File: src/rtl/lsu_pkg.sv
// rtl/lsu_pkg.sv - shared types and alignment rule for the load/store unit
package lsu_pkg;

  typedef enum logic [1:0] {
    SZ_BYTE = 2'b00,
    SZ_HALF = 2'b01,
    SZ_WORD = 2'b10
  } size_t;

  typedef enum logic {
    IDLE = 1'b0,
    RMW  = 1'b1
  } state_t;

  // Encoding 2'b11 is not a legal size and is reported as a fault.
  function automatic logic is_misaligned(input logic [1:0] size, input logic [1:0] off);
    case (size)
      SZ_BYTE: return 1'b0;
      SZ_HALF: return off[0];
      SZ_WORD: return off != 2'b00;
      default: return 1'b1;
    endcase
  endfunction

endpackage

File: src/rtl/lsu_if.sv
// rtl/lsu_if.sv - request, response and word-memory signals of the load/store unit
interface lsu_if #(
  parameter int ADDR_W = 32,
  parameter int DATA_W = 32
) ();
  logic              req_valid;
  logic              req_ready;
  logic              req_we;
  logic [1:0]        req_size;
  logic              req_unsigned;
  logic [ADDR_W-1:0] req_addr;
  logic [DATA_W-1:0] req_wdata;
  logic              rsp_valid;
  logic [DATA_W-1:0] rsp_rdata;
  logic              rsp_misaligned;
  logic [ADDR_W-1:0] mem_addr;
  logic [DATA_W-1:0] mem_wd;
  logic              mem_we;
  logic [DATA_W-1:0] mem_rdata;

  modport slave (
    input  req_valid, req_we, req_size, req_unsigned, req_addr, req_wdata, mem_rdata,
    output req_ready, rsp_valid, rsp_rdata, rsp_misaligned, mem_addr, mem_wd, mem_we
  );

  modport master (
    output req_valid, req_we, req_size, req_unsigned, req_addr, req_wdata, mem_rdata,
    input  req_ready, rsp_valid, rsp_rdata, rsp_misaligned, mem_addr, mem_wd, mem_we
  );
endinterface

File: src/rtl/lsu_lane.sv
// rtl/lsu_lane.sv - little-endian lane extract/extend for loads and lane merge for stores
module lsu_lane
  import lsu_pkg::*;
(
  input  logic [31:0] ld_word_i,
  input  logic [1:0]  ld_off_i,
  input  logic [1:0]  ld_size_i,
  input  logic        ld_unsigned_i,
  output logic [31:0] ld_data_o,
  input  logic [31:0] st_old_i,
  input  logic [31:0] st_wdata_i,
  input  logic [1:0]  st_off_i,
  input  logic [1:0]  st_size_i,
  output logic [31:0] st_merged_o
);
  logic [7:0]  byte_v;
  logic [15:0] half_v;

  always_comb begin
    byte_v = ld_word_i[{ld_off_i, 3'b000} +: 8];
    half_v = ld_word_i[{ld_off_i[1], 4'b0000} +: 16];
    case (ld_size_i)
      SZ_BYTE: ld_data_o = {{24{~ld_unsigned_i & byte_v[7]}}, byte_v};
      SZ_HALF: ld_data_o = {{16{~ld_unsigned_i & half_v[15]}}, half_v};
      default: ld_data_o = ld_word_i;
    endcase
  end

  always_comb begin
    st_merged_o = st_old_i;
    case (st_size_i)
      SZ_BYTE: st_merged_o[{st_off_i, 3'b000} +: 8]     = st_wdata_i[7:0];
      SZ_HALF: st_merged_o[{st_off_i[1], 4'b0000} +: 16] = st_wdata_i[15:0];
      default: st_merged_o = st_wdata_i;
    endcase
  end
endmodule

File: src/rtl/load_store_unit.sv
// rtl/load_store_unit.sv - byte/half/word load-store front end for a word-only data memory
module load_store_unit
  import lsu_pkg::*;
#(
  parameter int ADDR_W = 32,
  parameter int DATA_W = 32
) (
  input logic  clk,
  input logic  rst,
  lsu_if.slave bus
);
  if (DATA_W != 32) begin : g_bad_data_w
    $error("load_store_unit supports DATA_W = 32 only");
  end

  state_t            state_q, state_d;
  logic [DATA_W-1:0] old_q, old_d, wdata_q, wdata_d, rdata_q, rdata_d;
  logic [ADDR_W-1:0] addr_q, addr_d;
  logic [1:0]        size_q, size_d;
  logic              valid_q, valid_d, mis_q, mis_d;
  logic [DATA_W-1:0] ld_data, merged;
  logic              accept, mis, sub_store;

  assign accept    = bus.req_valid && (state_q == IDLE);
  assign mis       = is_misaligned(bus.req_size, bus.req_addr[1:0]);
  assign sub_store = bus.req_we && !mis && (bus.req_size != SZ_WORD);

  lsu_lane u_lane (
    .ld_word_i     (bus.mem_rdata),
    .ld_off_i      (bus.req_addr[1:0]),
    .ld_size_i     (bus.req_size),
    .ld_unsigned_i (bus.req_unsigned),
    .ld_data_o     (ld_data),
    .st_old_i      (old_q),
    .st_wdata_i    (wdata_q),
    .st_off_i      (addr_q[1:0]),
    .st_size_i     (size_q),
    .st_merged_o   (merged)
  );

  always_comb begin
    state_d       = state_q;
    old_d         = old_q;
    wdata_d       = wdata_q;
    addr_d        = addr_q;
    size_d        = size_q;
    valid_d       = 1'b0;
    mis_d         = 1'b0;
    rdata_d       = '0;
    bus.req_ready = 1'b0;
    bus.mem_addr  = {bus.req_addr[ADDR_W-1:2], 2'b00};
    bus.mem_wd    = bus.req_wdata;
    bus.mem_we    = 1'b0;
    case (state_q)
      IDLE: begin
        bus.req_ready = 1'b1;
        if (accept) begin
          mis_d   = mis;
          valid_d = !sub_store;
          if (mis) begin
            rdata_d = '0;
          end else if (!bus.req_we) begin
            rdata_d = ld_data;
          end else if (sub_store) begin
            // Memory writes whole words only: hold the old word and merge next cycle.
            old_d   = bus.mem_rdata;
            wdata_d = bus.req_wdata;
            addr_d  = bus.req_addr;
            size_d  = bus.req_size;
            state_d = RMW;
          end else begin
            bus.mem_we = 1'b1;
          end
        end
      end
      RMW: begin
        bus.mem_addr = {addr_q[ADDR_W-1:2], 2'b00};
        bus.mem_wd   = merged;
        bus.mem_we   = 1'b1;
        valid_d      = 1'b1;
        state_d      = IDLE;
      end
      default: state_d = IDLE;
    endcase
    if (rst) bus.mem_we = 1'b0;
  end

  always_ff @(posedge clk) begin
    if (rst) begin
      state_q <= IDLE;
      old_q   <= '0;
      wdata_q <= '0;
      addr_q  <= '0;
      size_q  <= 2'b00;
      valid_q <= 1'b0;
      mis_q   <= 1'b0;
      rdata_q <= '0;
    end else begin
      state_q <= state_d;
      old_q   <= old_d;
      wdata_q <= wdata_d;
      addr_q  <= addr_d;
      size_q  <= size_d;
      valid_q <= valid_d;
      mis_q   <= mis_d;
      rdata_q <= rdata_d;
    end
  end

  assign bus.rsp_valid      = valid_q;
  assign bus.rsp_rdata      = rdata_q;
  assign bus.rsp_misaligned = mis_q;
endmodule

File: src/flat_wrapper.sv
// flat-port wrapper written by rule: the top's interface ports become plain ports
module load_store_unit_flat import lsu_pkg::*;
#(
  parameter int ADDR_W = 32,
  parameter int DATA_W = 32
)
  (clk, rst, bus_req_valid, bus_req_we, bus_req_size, bus_req_unsigned, bus_req_addr, bus_req_wdata, bus_mem_rdata, bus_req_ready, bus_rsp_valid, bus_rsp_rdata, bus_rsp_misaligned, bus_mem_addr, bus_mem_wd, bus_mem_we);
  lsu_if #(.ADDR_W(ADDR_W), .DATA_W(DATA_W)) bus_i ();
  input logic clk;
  input logic rst;
  input wire logic [$bits(bus_i.req_valid)-1:0] bus_req_valid;
  input wire logic [$bits(bus_i.req_we)-1:0] bus_req_we;
  input wire logic [$bits(bus_i.req_size)-1:0] bus_req_size;
  input wire logic [$bits(bus_i.req_unsigned)-1:0] bus_req_unsigned;
  input wire logic [$bits(bus_i.req_addr)-1:0] bus_req_addr;
  input wire logic [$bits(bus_i.req_wdata)-1:0] bus_req_wdata;
  input wire logic [$bits(bus_i.mem_rdata)-1:0] bus_mem_rdata;
  output wire logic [$bits(bus_i.req_ready)-1:0] bus_req_ready;
  output wire logic [$bits(bus_i.rsp_valid)-1:0] bus_rsp_valid;
  output wire logic [$bits(bus_i.rsp_rdata)-1:0] bus_rsp_rdata;
  output wire logic [$bits(bus_i.rsp_misaligned)-1:0] bus_rsp_misaligned;
  output wire logic [$bits(bus_i.mem_addr)-1:0] bus_mem_addr;
  output wire logic [$bits(bus_i.mem_wd)-1:0] bus_mem_wd;
  output wire logic [$bits(bus_i.mem_we)-1:0] bus_mem_we;
  assign bus_i.req_valid = bus_req_valid;
  assign bus_i.req_we = bus_req_we;
  assign bus_i.req_size = bus_req_size;
  assign bus_i.req_unsigned = bus_req_unsigned;
  assign bus_i.req_addr = bus_req_addr;
  assign bus_i.req_wdata = bus_req_wdata;
  assign bus_i.mem_rdata = bus_mem_rdata;
  assign bus_req_ready = bus_i.req_ready;
  assign bus_rsp_valid = bus_i.rsp_valid;
  assign bus_rsp_rdata = bus_i.rsp_rdata;
  assign bus_rsp_misaligned = bus_i.rsp_misaligned;
  assign bus_mem_addr = bus_i.mem_addr;
  assign bus_mem_wd = bus_i.mem_wd;
  assign bus_mem_we = bus_i.mem_we;
  load_store_unit #(.ADDR_W(ADDR_W), .DATA_W(DATA_W)) u_core (.clk(clk), .rst(rst), .bus(bus_i));
endmodule
File: config.mk
export PLATFORM = sky130hd
export DESIGN_NAME = load_store_unit_flat
export DESIGN_NICKNAME = d
export VERILOG_FILES = /design/src/rtl/lsu_pkg.sv /design/src/rtl/lsu_if.sv /design/src/rtl/lsu_lane.sv /design/src/rtl/load_store_unit.sv /design/src/flat_wrapper.sv
export SDC_FILE = /design/constraint.sdc
export NUM_CORES = 1
export LEC_CHECK = 0
export CORE_ASPECT_RATIO = 1.4
export CORE_UTILIZATION = 43
export CTS_CLUSTER_SIZE = 10
export DETAILED_ROUTE_END_ITERATION = 10
export PLACE_DENSITY = 0.8
export SYNTH_ARGS = -nofsm -noshare
export SYNTH_HDL_FRONTEND = slang
export SYNTH_SLANG_ARGS = --single-unit
File: constraint.sdc
create_clock -name clk -period 2.5 [get_ports clk]
set_input_delay 0.25 -clock clk [delete_from_list [all_inputs] [get_ports clk]]
set_output_delay 0.25 -clock clk [all_outputs]
set_load 0.05 [all_outputs]
==> run_results.csv <==
group,metric,value,unit
critical_path,critPathMaxFanout,4,
synth,synthAdderAreaFrac,0.9608,%
timing,slew_violations,0,
place,routabilityCongestion,0.8725,
grt,antenna_found_initial,1,
synth,async_reset_ff_share,0,%
synth,muxShareOfSynthArea,6.726,%
clocking,cts_root_buffer,"clkbuf_16",
hold_path,min_from,"rst",
floorplan,fp.dieH,147.6,um
synth,synthSimpleGateAreaFrac,23.23,%
pwr,ir_worst_vdd,502.3,uV
pwr,power_leakage,3.507,nW
critical_path,crit_path_start_kind,"register",
synth,syn_area_per_cell,7.484,sq um
clocking,cts_tree,"done",
timing,clock_skew,0.006416,ns
critical_path,cp_data_required_time,2.25,ns
synth,synth_xor_area_share,0,%
status,status,"finished, violations left",
drt,dr.pass1.iters,6,
synth,synth_compound_area_share,21.48,%
clocking,cts_hold_buf,0,
synth,synth-edff-count,0,
critical_path,worst_ep_arrival_time,2.34,ns
floorplan,floorplan.initialDensity,44.48,%
synth,syn_inst,870,
timing,hold_slack,0.3792,ns
hold_path,hold_class,"in2reg",
floorplan,coreArea,0.01464,sq mm
timing,min_period,2.591,ns
drt,wire_per_inst,18.33,um
critical_path,reg2reg_depth,7,
cells_and_area,final_common_cell,"nand2_1",
timing,worst_pin_slew,0.8943,ns
drt,drc,0,
cells_and_area,fillCellCount,1115,
synth,ys.flop_type,"dfxtp_1",
timing,finalHoldViolCount,0,
pwr,power_density,559.7,mW/mm^2
critical_path,r2r-end,"u_core.wdata_q[23]",
hold_path,hold_path_end,"u_core.addr_q[27]",
synth,yosysWarnings,0,
synth,synth_cell_type_count,49,
timing,setup_viol,11,
critical_path,worst_r2r_startpoint,"u_core.state_q",
drt,dr.first_iter.drc_count,484,
synth,synth_top_family_by_area,"simple AND/OR/NAND/NOR gates",
place,placed_cell_area,0.009360,sq mm
critical_path,worst_setup_path_end_kind,"output pin",
critical_path,rrSetupSlack,0.58,ns
cells_and_area,final_cell_mix,"nand2_1, clkdlybuf4s50_1, dfxtp_1",
place,hpwl,16080,um
floorplan,dieArea,0.01565,sq mm
clocking,clk_pin_slew,0.06,ns
clocking,cts.htree.levels,4,
drt,wl,22880,um
synth,ys_ff_latch,133,
timing,setup_ws,-0.09081,ns
timing,fmax,0.3860,GHz
hold_path,holdPathStages,2,
floorplan,die_w,106,um
clocking,clockBufferDepth,2,
timing,max-slew-margin-rel,39.92,%
drt,dr_total_vias,7050,
drt,viasPerCell,5.649,
cells_and_area,design_area,0.01015,sq mm
grt,grt_max_degree,69,
job,drv_cap,0,
place,io_buffers,200,
cells_and_area,layout.nets,1155,
floorplan,rows,52,
grt,grt_first_pass_wirelength,35480,um
synth,synth_area,0.006511,sq mm
status,violations,"setup timing",
timing,rsz0062_at_grt,"yes",
cells_and_area,areaGrowthSynthToFinish,55.86,%
timing,min_period_over_period,103.6,%
synth,seq_area_frac_synth,40.89,%
pwr,p_total,5.680,mW
floorplan,ioPinCount,203,
grt,grt_overflow,0,
cells_and_area,layout-drive-gt1-share,20.02,%
grt,grt_pass1_vias,6844,
clocking,numCtsBuffers,17,
grt,track_usage,29.22,%
critical_path,criticalPathCategory,"reg2out",
drt,final_antenna_net_count,0,
clocking,cts.sinks,133,
clocking,clock_latency,0.42,ns
cells_and_area,num_antenna_cells,0,
[critical path, cell delays in order (launching register included)]
cell and delay, ns:
dfxtp_2 0.35, inv_4 0.06, ha_4 0.27, or3b_4 0.43
o32ai_2 0.32, nand2_1 0.15, a21oi_4 0.20, buf_12 0.16
[worst max path at each step]
stage	end	depth (start not counted)	from	slack [ns]
3_5_place_dp	bus_mem_wd[31]	7	u_core.addr_q[1]	0.10
6_report	bus_mem_wd[22]	7	u_core.addr_q[1]	-0.09
2_1_floorplan	bus_mem_wd[31]	9	u_core.addr_q[0]	-0.005
3_3_place_gp	bus_mem_wd[27]	7	u_core.addr_q[1]	0.14
5_1_grt	bus_mem_wd[22]	7	u_core.addr_q[1]	-0.12
4_1_cts	bus_mem_wd[26]	7	u_core.addr_q[0]	-0.02
[timing repair]
item                                    CTS  global route
gates cloned                              1             0
pin swaps                                25            16
endpoints found under the setup margin   62            32
setup buffers                             2             0
gates resized for setup                  35            14
[registers in the layout, indices dropped and copies added, names as in the netlist]
name,flops
u_core.wdata_q,32
u_core.size_q,2
u_core.old_q,32
u_core.bus.rsp_misaligned,1
u_core.addr_q,32
u_core.state_q,1
u_core.bus.rsp_valid,1
u_core.bus.rsp_rdata,32
[layer usage]
metal / vias to the layer above / track usage [%] / share of wire (%)
met5: - / 0 / 0
met2: 352 / 49.41 / 50
met1: 3308 / 34.49 / 38
met4: 0 / 13.82 / 4.1
li1: 3326 / - / -
met3: 64 / 7.319 / 7.9
[area by class of cell]
type                            instances  area, sq um  area share [%]
Sequential cell                       133         2673           26.33
Clock inverter                         13        98.84          0.9740
Inverter                               30        117.6           1.159
Clock buffer                           18        439.2           4.327
Multi-Input combinational cell        635         3911           38.54
Timing Repair Buffer                  230         2673           26.33
Tap cell                              189        236.5           2.330
[cells in the mapped netlist (2+ instances only)]
master | number | share of area, %
inv_1 | 30 | 1.7
o32ai_1 | 8 | 1.1
o221a_2 | 7 | 1.2
clkbuf_1 | 45 | 2.6
buf_1 | 9 | 0.52
buf_6 | 2 | 0.35
dfxtp_1 | 133 | 41
nand3b_1 | 3 | 0.35
nor2b_1 | 12 | 1.2
nand2_1 | 285 | 16
nor3_1 | 4 | 0.31
a221o_1 | 8 | 1.2
nand3_1 | 8 | 0.61
and2_1 | 2 | 0.19
ha_1 | 5 | 0.96
o22ai_1 | 16 | 1.5
buf_2 | 16 | 1.2
a22oi_1 | 8 | 0.92
mux2_2 | 38 | 6.6
a21oi_1 | 133 | 10
buf_4 | 2 | 0.23
a31oi_1 | 9 | 0.86
a221oi_1 | 16 | 2.2
nand4b_1 | 2 | 0.27
nor2_1 | 39 | 2.2
a222oi_1 | 7 | 1.1
[stage by stage]
stage                     utilization, %  worst slack (ns)  std cells  setup TNS, ns
final                              69.32          -0.09081       1248        -0.3002
after global routing               69.32           -0.1213       1248         -1.625
after CTS                          68.83          -0.02261       1248        -0.1269
after detailed placement           63.94            0.1047       1214              0
after global placement             63.94            0.1425       1214              0
after floorplan                        -         -0.004817        871       -0.03346
[report_power, final]
part | total (mW) | switching (mW) | leakage, nW | internal, mW
clock | 2.28 | 0.982 | 0.248 | 1.30
combinational | 1.18 | 0.655 | 2.18 | 0.520
sequential | 2.23 | 0.0507 | 1.08 | 2.17
total | 5.68 | 1.69 | 3.51 | 3.99
[cells by family (layout without fill, tap and decap cells)]
logic type / after synthesis / in the layout
adders and majority gates: 5 / 5
buffers and inverters: 104 / 291
other: 1 / 2
DFF: 133 / 133
AOI/OAI and AO/OA: 220 / 220
muxes: 39 / 39
and+or+nand+nor: 368 / 369
(Power assumes the default switching activity.)
